## src/rtl/msiq_ctrl_pkg.sv

```systemverilog
// msiq_ctrl_pkg: shared FSM state type, msiq geometry and the first-set-bit search
package msiq_ctrl_pkg;
  localparam int MSIQ_DEPTH = 8;
  localparam int MSIQ_ADDR_W = 37;
  typedef enum logic [1:0] {RUN, WAIT_Q, CLEAR} state_t;
  function automatic int bit_find_first_bit(input logic [31:0] v);
    bit_find_first_bit = 0;
    for (int i = 31; i >= 0; i--) if (v[i]) bit_find_first_bit = i;
  endfunction
endpackage

```

## src/rtl/msiq_ctrl_if.sv

```systemverilog
// msiq_ctrl_if: requester, flush and msiq-write signals; master drives requests, slave is the controller
interface msiq_ctrl_if import msiq_ctrl_pkg::*; #(
  parameter int NREQ = 3,
  parameter int DEPTH = MSIQ_DEPTH,
  parameter int ADDR_W = MSIQ_ADDR_W
) ();
  localparam int CW = $clog2(DEPTH + 1);
  logic [NREQ*ADDR_W-1:0] req_addr;
  logic [NREQ-1:0] req_vld;
  logic [NREQ-1:0] req_gnt;
  logic flush_req;
  logic quiesce;
  logic [ADDR_W-1:0] wrt_addr;
  logic wrt_en;
  logic wrt_can;
  logic all_clear;
  logic [CW-1:0] count;
  logic busy;
  modport master (
    output req_addr, req_vld, flush_req, quiesce, wrt_can,
    input req_gnt, wrt_addr, wrt_en, all_clear, count, busy
  );
  modport slave (
    input req_addr, req_vld, flush_req, quiesce, wrt_can,
    output req_gnt, wrt_addr, wrt_en, all_clear, count, busy
  );
endinterface

```

## src/rtl/msiq_ctrl_rr_arb.sv

```systemverilog
// rr_arb: round-robin winner over req (idx/vld), pointer moves one past the winner on adv
module rr_arb import msiq_ctrl_pkg::*; #(
  parameter int NREQ = 3,
  localparam int IW = NREQ > 1 ? $clog2(NREQ) : 1
) (
  input  logic            clk,
  input  logic            rst,
  input  logic [NREQ-1:0] req,
  input  logic            adv,
  output logic [IW-1:0]   idx,
  output logic            vld
);
  logic [IW-1:0] ptr;
  logic [NREQ-1:0] rot;
  int w;
  assign rot = NREQ'({req, req} >> ptr);
  assign vld = |req;
  always_comb begin
    w = int'(ptr) + bit_find_first_bit(32'(rot));
    idx = IW'(w >= NREQ ? w - NREQ : w);
  end
  always_ff @(posedge clk) begin
    if (rst) ptr <= '0;
    else if (adv) ptr <= idx == IW'(NREQ - 1) ? '0 : idx + IW'(1);
  end
endmodule

```

## src/rtl/msiq_ctrl.sv

```systemverilog
// msiq_ctrl: arbitrates requester writes into msiq, tracks occupancy, runs flush/clear FSM (ports: clk, rst, bus slave)
module msiq_ctrl import msiq_ctrl_pkg::*; #(
  parameter int NREQ = 3,
  parameter int DEPTH = MSIQ_DEPTH,
  parameter int ADDR_W = MSIQ_ADDR_W
) (
  input logic        clk,
  input logic        rst,
  msiq_ctrl_if.slave bus
);
  localparam int CW = $clog2(DEPTH + 1);
  localparam int IW = NREQ > 1 ? $clog2(NREQ) : 1;
  state_t state, state_nxt;
  logic [IW-1:0] win;
  logic win_vld, en, fire, all_clear, wrt_en;
  logic [ADDR_W-1:0] win_addr, wrt_addr;
  logic [CW-1:0] count, count_nxt;
  logic [NREQ-1:0] gnt;
  // the all_clear cycle is already RUN but msiq is being wiped, so it must not accept a write
  assign en = !rst && state == RUN && !all_clear && count < CW'(DEPTH) && bus.wrt_can;
  assign fire = en && win_vld;
  assign win_addr = bus.req_addr[win*ADDR_W +: ADDR_W];
  assign count_nxt = count + CW'(fire);
  rr_arb #(.NREQ(NREQ)) u_arb (
    .clk(clk),
    .rst(rst),
    .req(bus.req_vld),
    .adv(fire),
    .idx(win),
    .vld(win_vld)
  );
  // requesters carrying the winner's line address ride along on the same write
  for (genvar i = 0; i < NREQ; i++) begin : g_gnt
    assign gnt[i] = fire && bus.req_vld[i] && bus.req_addr[i*ADDR_W +: ADDR_W] == win_addr;
  end
  always_comb begin
    state_nxt = state;
    if (state == RUN) state_nxt = bus.flush_req || count_nxt == CW'(DEPTH) ? WAIT_Q : RUN;
    else if (state == WAIT_Q) state_nxt = bus.quiesce ? CLEAR : WAIT_Q;
    else state_nxt = RUN;
  end
  always_ff @(posedge clk) begin
    if (rst) begin
      state <= RUN;
      count <= '0;
      wrt_en <= 1'b0;
      wrt_addr <= '0;
      all_clear <= 1'b0;
    end else begin
      state <= state_nxt;
      all_clear <= state == CLEAR;
      count <= state == CLEAR ? '0 : count_nxt;
      wrt_en <= fire;
      if (fire) wrt_addr <= win_addr;
    end
  end
  assign bus.req_gnt = gnt;
  assign bus.wrt_addr = wrt_addr;
  assign bus.wrt_en = wrt_en;
  assign bus.all_clear = all_clear;
  assign bus.count = count;
  assign bus.busy = state != RUN;
endmodule

```

## src/flat_wrapper.sv

```systemverilog
// flat-port wrapper written by rule: the top's interface ports become plain ports
module msiq_ctrl_flat import msiq_ctrl_pkg::*;
#(
  parameter int NREQ = 3,
  parameter int DEPTH = MSIQ_DEPTH,
  parameter int ADDR_W = MSIQ_ADDR_W
)
  (clk, rst, bus_req_addr, bus_req_vld, bus_flush_req, bus_quiesce, bus_wrt_can, bus_req_gnt, bus_wrt_addr, bus_wrt_en, bus_all_clear, bus_count, bus_busy);
  msiq_ctrl_if #(.NREQ(NREQ), .DEPTH(DEPTH), .ADDR_W(ADDR_W)) bus_i ();
  input logic clk;
  input logic rst;
  input wire logic [$bits(bus_i.req_addr)-1:0] bus_req_addr;
  input wire logic [$bits(bus_i.req_vld)-1:0] bus_req_vld;
  input wire logic [$bits(bus_i.flush_req)-1:0] bus_flush_req;
  input wire logic [$bits(bus_i.quiesce)-1:0] bus_quiesce;
  input wire logic [$bits(bus_i.wrt_can)-1:0] bus_wrt_can;
  output wire logic [$bits(bus_i.req_gnt)-1:0] bus_req_gnt;
  output wire logic [$bits(bus_i.wrt_addr)-1:0] bus_wrt_addr;
  output wire logic [$bits(bus_i.wrt_en)-1:0] bus_wrt_en;
  output wire logic [$bits(bus_i.all_clear)-1:0] bus_all_clear;
  output wire logic [$bits(bus_i.count)-1:0] bus_count;
  output wire logic [$bits(bus_i.busy)-1:0] bus_busy;
  assign bus_i.req_addr = bus_req_addr;
  assign bus_i.req_vld = bus_req_vld;
  assign bus_i.flush_req = bus_flush_req;
  assign bus_i.quiesce = bus_quiesce;
  assign bus_i.wrt_can = bus_wrt_can;
  assign bus_req_gnt = bus_i.req_gnt;
  assign bus_wrt_addr = bus_i.wrt_addr;
  assign bus_wrt_en = bus_i.wrt_en;
  assign bus_all_clear = bus_i.all_clear;
  assign bus_count = bus_i.count;
  assign bus_busy = bus_i.busy;
  msiq_ctrl #(.NREQ(NREQ), .DEPTH(DEPTH), .ADDR_W(ADDR_W)) u_core (.clk(clk), .rst(rst), .bus(bus_i));
endmodule
```

## config.mk

```make
export PLATFORM = sky130hd
export DESIGN_NAME = msiq_ctrl_flat
export DESIGN_NICKNAME = d
export VERILOG_FILES = /design/src/rtl/msiq_ctrl_pkg.sv /design/src/rtl/msiq_ctrl_if.sv /design/src/rtl/msiq_ctrl_rr_arb.sv /design/src/rtl/msiq_ctrl.sv /design/src/flat_wrapper.sv
export SDC_FILE = /design/constraint.sdc
export NUM_CORES = 1
export LEC_CHECK = 0
export ABC_CLOCK_PERIOD_IN_PS = 5550
export BUFFER_PORTS_ARGS = -buffer_cell sky130_fd_sc_hd__buf_2
export CAP_MARGIN = 20
export CORE_MARGIN = 2
export CORE_UTILIZATION = 52
export DETAILED_ROUTE_END_ITERATION = 6
export PLACE_DENSITY_LB_ADDON = 0.08
export SYNTH_ARGS = -nofsm -noshare
export SYNTH_HDL_FRONTEND = slang
export SYNTH_SLANG_ARGS = --single-unit
```

## constraint.sdc

```tcl
create_clock -name clk -period 5.55 [get_ports clk]
set_input_delay 0.2775 -clock clk [delete_from_list [all_inputs] [get_ports clk]]
set_output_delay 0.2775 -clock clk [all_outputs]
set_load 0.1 [all_outputs]
```

==> flow_summary.json <==
{
  "tritoncts": "built",
  "worst_flop_to_flop_path_endpoint": "u_core.bus.wrt_addr[3]$_SDFFE_PP0P_",
  "core_um2": 9590,
  "final-max-slew-violation-count": 0,
  "leakagePower_uw": 0.00271,
  "synth_most_common_cell": "a21oi_1",
  "worst_slew_margin_rel": 0.420,
  "clk-insertion-delay-late_ns": 0.32,
  "hold_start": "bus_flush_req",
  "pwr-share-clk": 0.132,
  "min_path_cells": 2,
  "worst-path-buf-inv": 4,
  "antennaDiodeCount": 0,
  "num_vias": 7536,
  "transition_at_the_pin_with_the_smallest_max_transition_slack_ns": 0.870,
  "crit_type": "reg2out",
  "post_synth_num_cell_types": 69,
  "setup_repair_after_global_routing_missed_its_margin": "false",
  "crit_path_max_incr_delay_ns": 0.51,
  "switching_power_uw": 1100,
  "place.port_buffers": 165,
  "longest_clk_path_bufs": 2,
  "worstHoldEndpoint": "u_core.state[0]$_SDFF_PP0_",
  "post_route_cells_drive_above_1_share": 0.249,
  "place.detailed.hpwl_um": 20100,
  "run_status": "finished with violations",
  "globalRoute.totalOverflow": 0,
  "routedWlPerCell_um": 25.9,
  "p_per_area_nw_per_um2": 323,
  "maximum_number_of_pins_on_one_net_before_global_route_repair": 69,
  "cpMaxStageDelayCell": "fa_2",
  "switching_share": 0.545,
  "post_synth_instance_area_um2": 5070,
  "dominantRegCellSynth": "dfxtp_1",
  "synthesis.yosys.warnings": 0,
  "grt_util_all_layers": 0.491,
  "ys_top_cells_by_area": "dfxtp_1 19%, a21oi_1 6.8%, o21ai_0 5.3%, nand2_1 4.8%, a211oi_1 4.4%",
  "failed_checks": "DRC",
  "timing.reg2reg.worst_path_depth": 13,
  "cp_top_family": "simple AND/OR/NAND/NOR gates",
  "synth_top_cell_area_share": 0.186,
  "worstPathMaxFanout": 12,
  "cts.htree.levels": 2,
  "worstPathCellList": "inv_1, or3_1, o21ai_0, a32oi_1, o22ai_1, fa_2, ha_2, or3b_4, o22ai_4, buf_6, buf_4, nand2_1, a21boi_0, or4_1, nor4_1, nand4_1, nor4_4, buf_12",
  "worstSetupStartpointType": "register",
  "detail_route.drc_violations": 22,
  "synth.largest_area_cell": "dfxtp_1",
  "pwr-share-comb": 0.681,
  "setup_viol_count_final": 0,
  "critPathRequiredTime_ns": 5.27,
  "ir_drop_mv": 0.274,
  "final_cells": 1028,
  "placed_cells": 1018,
  "setup.worst_path.end_class": "primary output",
  "worst_ep_arrival_time_ns": 5.17,
  "floorplan.die.height_um": 103,
  "numClockSinks": 47,
  "gp_congestion": 1.24,
  "cts_made_buffers": 5,
  "timing.rr.start": "u_core.u_arb.ptr[1]$_SDFFE_PP0P_",
  "grt_pass1_wl_um": 38500,
  "edff_count_synth": 0,
  "antenna_found_initial": 0,
  "vias_in_the_first_global_route": 6736,
  "finalHoldViolCount": 0,
  "max_freq_ghz": 0.184,
  "syn_inst": 748,
  "die_area_um2": 10600,
  "route.final.wire_length_um": 26600,
  "fin_crit_ns": 5.44,
  "start_util": 0.528,
  "avgSynthCellArea_um2": 6.77,
  "cts.clk_slew.worst_paths_ns": 0.10,
  "timing.reg2reg.setup_slack_ns": 1.64,
  "drt_iter0_drc": 1414,
  "ys_ff_latch": 47,
  "io_pins": 166,
  "die_width_um": 103,
  "synth_to_final_area_change_pct": 23.6,
  "design.final.nets": 1018,
  "fin_tns_setup_ns": 0,
  "synth_common_cells": "69 x a21oi_1, 65 x nand2_1, 60 x inv_1",
  "cts_root_buffer": "clkbuf_8",
  "antenna_violating_nets_post_route": 0,
  "finalPower_uw": 2020,
  "synth_seq_area_share": 0.186,
  "placement_rows": 36,
  "drtPass1Iterations": 7,
  "cts-hold-fix-buffers": 0,
  "power_frac_seq": 0.186,
  "ys_async_sr_fraction": 0,
  "worst_hold_path_type": "in2reg",
  "max_cap_viol_count": 0,
  "synth_nets": 872,
  "vias_per_cell": 7.33,
  "final.period_utilization": 0.981,
  "utilization_after_layout": 0.653,
  "cell_internal_pwr_uw": 919,
  "clock_skew_ns": 0.0156
}
-- through the flow --
stage	cell area (um^2)	hold slack, ns	setup WS (ns)
CTS	6210	0.219	0.0663
global placement	6070	0.447	0.0620
finish	6260	0.219	0.107
global route	6260	0.223	0.00115
floorplan	5080	0.395	0.439
detailed placement	6070	0.454	0.0241
-- area by class of cell --
cell class                 instances  area, um^2
multi-input combinational        589        3710
fill                             893        3330
timing repair buffer             191        1110
sequential                        47         945
inverter                          60         225
tap                              133         166
clock buffer                       5        68.8
clock inverter                     3        43.8
-- cell families (layout without fill, tap and decap cells) --
logic type / after synthesis / count (layout) / synth area share
XOR/XNOR: 19 / 19 / 0.0328
flip-flops: 47 / 47 / 0.186
multiplexers: 7 / 7 / 0.0143
adder cells (fa/ha/maj): 5 / 5 / 0.0138
AO/OA/AOI/OAI: 328 / 328 / 0.440
AND/OR/NAND/NOR: 230 / 230 / 0.216
buffers and inverters: 112 / 259 / 0.0968
-- flip-flops by register name, summed over array words and instances (netlist names) --
name                  flops
u_core.bus.wrt_addr      37
u_core.bus.count          4
u_core.state              2
u_core.u_arb.ptr          2
u_core.bus.all_clear      1
u_core.bus.wrt_en         1
-- metal layers --
layer / wire (um) / up-vias / global-route usage
met5: 0 / - / 0
met2: 10300 / 826 / 0.698
met4: 2190 / 0 / 0.264
met3: 4640 / 206 / 0.168
met1: 9510 / 3342 / 0.651
li1: - / 3162 / -
-- worst max-delay path by stage --
stage          cells past startpoint  slack [ns]        endpoint                              from
3_3_place_gp                      16        0.06  bus_req_gnt[2]  u_core.u_arb.ptr[1]$_SDFFE_PP0P_
3_5_place_dp                      16        0.02  bus_req_gnt[2]  u_core.u_arb.ptr[1]$_SDFFE_PP0P_
2_1_floorplan                     17        0.44  bus_req_gnt[0]  u_core.u_arb.ptr[1]$_SDFFE_PP0P_
6_report                          18        0.11  bus_req_gnt[0]  u_core.u_arb.ptr[1]$_SDFFE_PP0P_
5_1_grt                           18       0.001  bus_req_gnt[0]  u_core.u_arb.ptr[1]$_SDFFE_PP0P_
4_1_cts                           18        0.07  bus_req_gnt[0]  u_core.u_arb.ptr[1]$_SDFFE_PP0P_
-- power by group through the flow --
stage | Combinational, uW | Clock [uW] | Sequential [uW]
after floorplan | 694 | 0 | 544
after global placement | 1270 | 0 | 382
after detailed placement | 1260 | 0 | 384
after CTS | 1270 | 268 | 376
after global routing | 1410 | 279 | 380
final | 1380 | 267 | 377
-- what timing repair did --
action,4_1_cts,5_1_grt
cloned,0,0
endpoints found under the setup margin,3,3
buffers inserted,0,2
pin swaps,0,2
gates resized for setup,8,8
-- placed cells by master (no fill, tap or decap), types with 5 or more instances in the layout --
cell type and instances:
a221oi_1 11, a211oi_1 30, xnor2_1 12, a22o_1 9, o22ai_1 35, buf_2 162
a2bb2oi_1 15, a21oi_1 69, buf_12 6, inv_1 60, a21o_1 6, a222oi_1 5
o2111ai_1 6, xor2_1 7, nor2b_1 5, a31oi_1 12, nor3_1 29, mux2i_1 5
dfxtp_1 46, o211ai_1 12, nor2_1 56, clkbuf_8 5, nand4_1 11, a22oi_1 11
o221ai_1 8, o21ai_0 53, nor4_1 7, or3_1 6, nand2_1 63, and2_1 5
a311oi_1 5, nand3_1 24, buf_4 22
Note: power is estimated with default switching activity, not from simulation.
